### config.mk
export PLATFORM = sky130hd
export DESIGN_NAME = parity_frame_rx
export DESIGN_NICKNAME = d
export VERILOG_FILES = /design/src/rtl/parity_frame_rx.sv
export SDC_FILE = /design/constraint.sdc
export NUM_CORES = 1
export LEC_CHECK = 0
export ABC_CLOCK_PERIOD_IN_PS = 2060
export CELL_PAD_IN_SITES_DETAIL_PLACEMENT = 0
export CELL_PAD_IN_SITES_GLOBAL_PLACEMENT = 1
export CORE_MARGIN = 4
export CORE_UTILIZATION = 40
export DETAILED_ROUTE_END_ITERATION = 7
export PLACE_DENSITY_LB_ADDON = 0.05
export SLEW_MARGIN = 20
export SYNTH_ARGS = -nofsm -noshare
export SYNTH_HDL_FRONTEND = slang
export SYNTH_SLANG_ARGS = --single-unit
### constraint.sdc
create_clock -name clk -period 2.06 [get_ports clk]
set_input_delay 0.412 -clock clk [delete_from_list [all_inputs] [get_ports clk]]
set_output_delay 0.412 -clock clk [all_outputs]
set_load 0.03 [all_outputs]
### src/rtl/parity_frame_rx.sv
`default_nettype none
// ============================================================================
// Module   : parity_frame_rx
// Purpose  : Serial frame receiver with even/odd parity checking.
//            Frame = start(0), DATA_W data bits LSB-first, parity, stop(1).
//            Each bit is sampled at its midpoint. Reports the data word, the
//            parity status and the stop-bit status with a one-cycle strobe.
// Revision : 1.0 - initial release
// ============================================================================
module parity_frame_rx #(
    parameter int DATA_W       = 3,
    parameter int CLKS_PER_BIT = 4
) (
    input  logic              clk,
    input  logic              rst,
    input  logic              x,
    input  logic              rx_in,
    output logic [DATA_W-1:0] data_out,
    output logic              data_valid,
    output logic              parity_err,
    output logic              frame_err,
    output logic              busy
);

    localparam int CW = (CLKS_PER_BIT > 1) ? $clog2(CLKS_PER_BIT) : 1;
    localparam int BW = (DATA_W > 0) ? $clog2(DATA_W + 1) : 1;

    // Counter value seen at the edge that lands on a bit midpoint (START)
    // and one full bit later (all following bits).
    localparam logic [CW-1:0] H_LAST = CW'(CLKS_PER_BIT / 2 - 1);
    localparam logic [CW-1:0] C_LAST = CW'(CLKS_PER_BIT - 1);
    localparam logic [BW-1:0] B_LAST = BW'(DATA_W - 1);

    typedef enum logic [2:0] {
        S_IDLE      = 3'd0,
        S_START     = 3'd1,
        S_DATA      = 3'd2,
        S_PARITY    = 3'd3,
        S_STOP      = 3'd4,
        S_WAIT_IDLE = 3'd5
    } state_t;

    state_t            state_q,     state_d;
    logic [CW-1:0]     cnt_q,       cnt_d;
    logic [BW-1:0]     bit_q,       bit_d;
    logic [DATA_W-1:0] shift_q,     shift_d;
    logic              mode_q,      mode_d;
    logic              perr_pend_q, perr_pend_d;
    logic [DATA_W-1:0] data_out_q,  data_out_d;
    logic              valid_q,     valid_d;
    logic              perr_q,      perr_d;
    logic              ferr_q,      ferr_d;

    // New serial bit enters at the MSB so the first bit ends up in bit 0;
    // the extended vector keeps this legal for a single-bit word.
    logic [DATA_W:0]   shift_ext;
    logic [DATA_W-1:0] shift_nxt;

    assign shift_ext = {rx_in, shift_q};
    assign shift_nxt = shift_ext[DATA_W:1];

    // Next-state, counters, shift register and status updates.
    always_comb begin
        state_d     = state_q;
        cnt_d       = (cnt_q == C_LAST) ? '0 : cnt_q + CW'(1);
        bit_d       = bit_q;
        shift_d     = shift_q;
        mode_d      = mode_q;
        perr_pend_d = perr_pend_q;
        data_out_d  = data_out_q;
        valid_d     = 1'b0;
        perr_d      = perr_q;
        ferr_d      = ferr_q;

        case (state_q)
            S_IDLE: begin
                cnt_d = '0;
                bit_d = '0;
                if (!rx_in) begin
                    state_d = S_START;
                end
            end
            S_START: begin
                if (cnt_q == H_LAST) begin
                    cnt_d = '0;
                    if (rx_in) begin
                        // Start bit did not survive to mid-bit: glitch.
                        state_d = S_IDLE;
                    end else begin
                        mode_d  = x;
                        bit_d   = '0;
                        state_d = S_DATA;
                    end
                end
            end
            S_DATA: begin
                if (cnt_q == C_LAST) begin
                    shift_d = shift_nxt;
                    if (bit_q == B_LAST) begin
                        bit_d   = '0;
                        state_d = S_PARITY;
                    end else begin
                        bit_d = bit_q + BW'(1);
                    end
                end
            end
            S_PARITY: begin
                if (cnt_q == C_LAST) begin
                    // Non-zero when data ones + parity bit do not match mode.
                    perr_pend_d = (^shift_q) ^ rx_in ^ mode_q;
                    state_d     = S_STOP;
                end
            end
            S_STOP: begin
                if (cnt_q == C_LAST) begin
                    valid_d    = 1'b1;
                    data_out_d = shift_q;
                    perr_d     = perr_pend_q;
                    ferr_d     = ~rx_in;
                    state_d    = rx_in ? S_IDLE : S_WAIT_IDLE;
                end
            end
            S_WAIT_IDLE: begin
                // Hold off start detection until the line returns high.
                cnt_d = '0;
                if (rx_in) begin
                    state_d = S_IDLE;
                end
            end
            default: begin
                state_d = S_IDLE;
            end
        endcase
    end

    // State and datapath registers with synchronous reset.
    always_ff @(posedge clk) begin
        if (rst) begin
            state_q     <= S_IDLE;
            cnt_q       <= '0;
            bit_q       <= '0;
            shift_q     <= '0;
            mode_q      <= 1'b0;
            perr_pend_q <= 1'b0;
            data_out_q  <= '0;
            valid_q     <= 1'b0;
            perr_q      <= 1'b0;
            ferr_q      <= 1'b0;
        end else begin
            state_q     <= state_d;
            cnt_q       <= cnt_d;
            bit_q       <= bit_d;
            shift_q     <= shift_d;
            mode_q      <= mode_d;
            perr_pend_q <= perr_pend_d;
            data_out_q  <= data_out_d;
            valid_q     <= valid_d;
            perr_q      <= perr_d;
            ferr_q      <= ferr_d;
        end
    end

    assign data_out   = data_out_q;
    assign data_valid = valid_q;
    assign parity_err = perr_q;
    assign frame_err  = ferr_q;
    assign busy       = (state_q != S_IDLE);

endmodule
`default_nettype wire

---- Word level (Yosys, flattened, before mapping) ----
Index checks and enable logic that the tools add are counted.
W data, S select, Z words.
cells by class
  equal/unequal tests ..................... 16
  reduce and logical (&&, ||, !) cells .... 12
  muxes and demuxes ....................... 19
  add/subtract/negate cells ............... 2
  bitwise logic cells ..................... 4
operators by type and width
  kind                   count
  $mux W3                8
  $pmux W3 S6            1
  $ne A2 B2 Y1 const B   8
  $mux W2                7
  $reduce_and A7 Y1      1
  $eq A3 B2 Y1 const B   2
  $eq A3 B3 Y1 const B   2
  $pmux W2 S3            1
  $reduce_and A2 Y1      3
  $reduce_bool A3 Y1     2
  $add A2 B1 Y2 const B  2
  $eq A2 B2 Y1 const B   2
  $pmux W2 S2            1
  $reduce_and A4 Y1      1
  $reduce_or A2 Y1       2
  $eq A3 B1 Y1 const B   1
  $logic_not A3 Y1       1
  $reduce_and A3 Y1      1
  $reduce_xor A3 Y1      1
  $eq A2 B1 Y1 const B   1
  $not A1 Y1             2
  $xor A1 B1 Y1          2
  $mux W1                1
word-level totals
  output and inout bits ................... 7
  input port bits ......................... 4
  logic and storage cells ................. 63
  bits in registers ....................... 18

---- Longest topological paths before layout ----
  depth after elaboration ................. 4
  mapped depth ............................ 6
  depth with buffers taken out ............ 6

---- Worst setup path after synthesis ----
No wires, ideal clock.
  path type ............................... register to output
  start point ............................. reg state_q[1]
  end point ............................... out busy
  required time ........................... 1.648 ns
  cell stages (with the launch flop) ...... 4
  buffers on the path ..................... 2
  setup slack ............................. 0.599 ns
  arrival ................................. 1.049 ns
  cells stage by stage .................... dfxtp_1 > buf_6 > buf_2 > or3_1
on the way
  cells in the longest elaborated chain, start to end .. 1
ends and longest elaborated chain
  what                    RTL line  source
  start, declared         43        state_t state_q, state_d;
  start signal, assigned  150       state_q <= state_d;
  $reduce_bool A3 Y1      167       assign busy = (state_q != S_IDLE);
  end, declared           22        output logic busy
Every way passes these cells.

---- Final worst setup path ----
  start point ............................. reg state_q[0]
  end point ............................... out busy
Same word-level chain as after synthesis.

==> metrics <==
Buffers on Ports 10; fin nets between 100 and 150; worst-margin pin slew 0.597 ns; CP Cell Sequence or3_1, clkdlybuf4s50_1; master of the slowest instance on the critical path clkdlybuf4s50_1; met1 capacity usage during global routing 15.5%; standard-cell rows 17; number of nets in the synthesized netlist 107; multiplexer share of the synthesized area 11.4%; data arrival time at the worst-slack endpoint 1.60 ns; sink count of the clock tree 18; overall die height ~57 um; Seq/Total Area, Yosys between 30% and 40%; portion of total power attributed to the clock network 19.5%; number of nets with antenna violations after routing 0; drt first-iter violations 6; Leak ~0.4 nW; unrepaired setup endpoints after global routing no; Max Fanout on Critical Path 2; mean instance size in the synthesized netlist a little under 10 sq um; switch share 37.6%; Combinational Power Share 45.3%; buffers plus inverters on the worst setup path 1; final slew viol count 0; required time of the worst setup path roughly 1.7 ns; launching point of the worst reg2reg path cnt_q[0]$_SDFF_PP0_; Synth warnings 0; drt drc 0; part of the total power dissipated in sequential elements a little over a third; number of violations of the max-capacitance limit 0; GR Util met3 4.30%; status complete, no violations; overflow left after global routing 0; CTS tree done; Initial Util 42.8%; worst setup path start state_q[0]$_SDFFE_PP0P_; wire length of the first global-routing pass 3.05 mm; share of post-route cells with drive strength above 1 12.5%; area of the die 0.00326 sq mm; wire per inst 12.8 um; final estimated routing congestion in global placement between 0.7 and 0.8; final cycle utilization of the critical path 97.4%; count of TritonRoute iterations in the first routing pass 4; count of endpoints failing hold in the final timing report 0; worst-case register-to-register setup slack between 0.2 and 0.3 ns; post-synthesis cell area 966 sq um; number of global-route vias before repair 694; clock period minus final worst setup slack between 2 and 2.5 ns; worst-case clock skew 0.0119 ns; final-layout fill cell count between 200 and 250; Post-CTS Hold Fix Bufs 0; number of cells produced by synthesis 100; cell class contributing the biggest share of worst-path delay buffers and inverters; complex-gate fraction of the synthesized area 13.9%; initial antenna violation count 0; global-route usage over all layers 12.0%; Root Buffer clkbuf_4; Post-Synth Simple-Gate Area 23.1%; power after layout 0.00115 W; clock-pin slew of the registers on the worst-case setup and hold paths 0.11 ns; category of the worst setup path capture point output pin; logic depth of the worst register-to-register path 5; total vias in the final route between 700 and 800; Cell Pwr Density 1020 mW/mm^2; met2 demand-to-capacity share in global routing between 15 and 20%; total I/O pin count 11; via density per instance 5.15; number of buffers created by CTS 3; Fin Setup TNS 0 ns; most used routing layer in global routing met2; buffers inserted during post-CTS setup optimization 0; overall routed net length 1.79 mm; VDD IR-drop max just under 500 uV; Worst Path Class, Setup flop to output pin; core region area 0.00225 sq mm; largest net degree at the start of global routing 18; Detail Placement HPWL about 1.3 mm; critical path's largest stage delay 0.60 ns; Resized cells post-CTS 0; H-tree lvl count 1; headroom to the max-slew limit 59.2%; Unique masters post-synth 39; width of the chip 57.1 um; clock buffer depth 2; FF+latch count, synth 18; Ant. Diodes 0; xor and xnor area share after synthesis 4.15%; worst min-delay path category flop to flop; startpoint types flop; count of cell instances traversed by the critical path 2; Sw Pwr 0.000433 W; internal power summed over all cells 0.000720 W; largest family of logic cells by synthesized area simple AND/OR/NAND/NOR gates; end point of the critical path busy; Max Freq 498 MHz; total of endpoints with negative setup slack in the final report 0; synthesized-area fraction occupied by adder cells around 3.9%; layout overhead on the synthesized area 16.8%; clk_lat worst skew 0.31 ns; worst reg2reg path endpoint bit_q[0]$_SDFFE_PP0P_
## tightest hold or removal path, cell delays in order, from the launching register on
cell	delay [ns]
dfxtp_1	0.34
nand2_1	0.06
a21oi_1	0.05
## layout make-up
cell class | count | area, sq um | share of cell area, %
well taps | 28 | 35.0 | 3.10
clock buffers | 4 | 36.3 | 3.22
multi-input cells | 71 | 544 | 48.2
inverters | 4 | 15.0 | 1.33
flip-flops and latches | 18 | 360 | 31.9
repair buffers | 15 | 138 | 12.2
## cell usage after synthesis, drive strengths merged
cell type,instances,area share [%]
buf,4,3.6
a311oi,2,3.6
a21oi,3,1.9
nor4,1,2.2
nand3,2,1.0
a2bb2oi,1,0.91
dfxtp,18,37
or3,1,0.65
xnor3,1,2.3
inv,4,1.6
ha,3,3.9
or3b,2,1.8
clkbuf,3,1.2
a2111oi,2,1.8
mux2i,11,11
and3,1,0.65
nand2b,3,1.9
o21a,1,0.78
xor2,1,0.91
nor3,1,0.52
a31o,1,0.91
nor2b,4,2.6
nand2,2,0.78
nor2,15,5.8
nand3b,2,1.6
or2,1,0.91
xnor2,1,0.91
nor4bb,1,1.0
a22oi,1,0.78
nor3b,2,1.6
o21ai,3,1.6
a21o,1,0.78
a211oi,1,0.78
## metrics by stage
| step | hold slack, ns | instances | util (%) | cell area (sq um) | setup WS (ns) |
|---|---|---|---|---|---|
| floorplan | 0.449 | 100 | - | 966 | 0.599 |
| global placement | 0.461 | 136 | 48.4 | 1090 | 0.154 |
| detailed placement | 0.467 | 136 | 48.4 | 1090 | 0.107 |
| CTS | 0.480 | 140 | 50.1 | 1130 | 0.0285 |
| global route | 0.525 | 140 | 50.1 | 1130 | 0.00607 |
| finish | 0.485 | 140 | 50.1 | 1130 | 0.0528 |
## power by group through the flow
stage | logic, W | registers [W] | clock network, W
floorplan | 0.000418 | 0.000416 | 0
global placement | 0.000519 | 0.000411 | 0
detailed placement | 0.000524 | 0.000413 | 0
CTS | 0.000526 | 0.000405 | 0.000232
global route | 0.000582 | 0.000409 | 0.000244
finish | 0.000523 | 0.000405 | 0.000225
## routing by layer
metal	part of all wire, %	vias to the layer above
li1	-	371
met1	51	329
met2	42	16
met3	5.0	5
met4	2.1	0
met5	0	-
## sequential cells by signal, indices dropped and copies added, names as in the netlist
register / cells
shift_q: 3
bit_q: 2
data_valid: 1
data_out: 3
cnt_q: 2
mode_q: 1
state_q: 3
parity_err: 1
frame_err: 1
perr_pend_q: 1
## cells by family (layout without fill, tap and decap cells)
| family | after synthesis | after routing |
|---|---|---|
| AOI/OAI and AO/OA | 16 | 16 |
| adders and majority gates | 3 | 3 |
| xor gates and xnor gates | 3 | 3 |
| buffers and inverters | 11 | 23 |
| and+or+nand+nor | 38 | 38 |
| DFF | 18 | 18 |
| muxes | 11 | 11 |
## worst min path at each step
stage                               start                    end  slack, ns  cells after the start
CTS                 bit_q[0]$_SDFFE_PP0P_  bit_q[1]$_SDFFE_PP0P_       0.48                      2
finish              bit_q[0]$_SDFFE_PP0P_  bit_q[1]$_SDFFE_PP0P_       0.48                      2
floorplan           bit_q[0]$_SDFFE_PP0P_  bit_q[1]$_SDFFE_PP0P_       0.45                      2
detailed placement  bit_q[0]$_SDFFE_PP0P_  bit_q[1]$_SDFFE_PP0P_       0.47                      2
global placement    bit_q[0]$_SDFFE_PP0P_  bit_q[1]$_SDFFE_PP0P_       0.46                      2
global route        bit_q[0]$_SDFFE_PP0P_  bit_q[1]$_SDFFE_PP0P_       0.53                      2
## layout by cell type (no fill, tap or decap), types with 2 or more instances in the layout
cell type        synthesis  final
dfxtp_1                 18     18
nor2_1                  15     15
mux2i_1                 11     11
clkdlybuf4s50_1          0     10
buf_4                    1      5
nor2b_1                  4      4
inv_1                    3      3
nand2b_1                 3      3
ha_1                     3      3
clkbuf_4                 0      3
a2111oi_0                2      2
nand2_1                  2      2
a21oi_1                  2      2
nand3b_1                 2      2
nor3b_1                  2      2
or3b_1                   2      2
nand3_1                  2      2
o21ai_0                  2      2
Power figures use the tool's default switching activity.
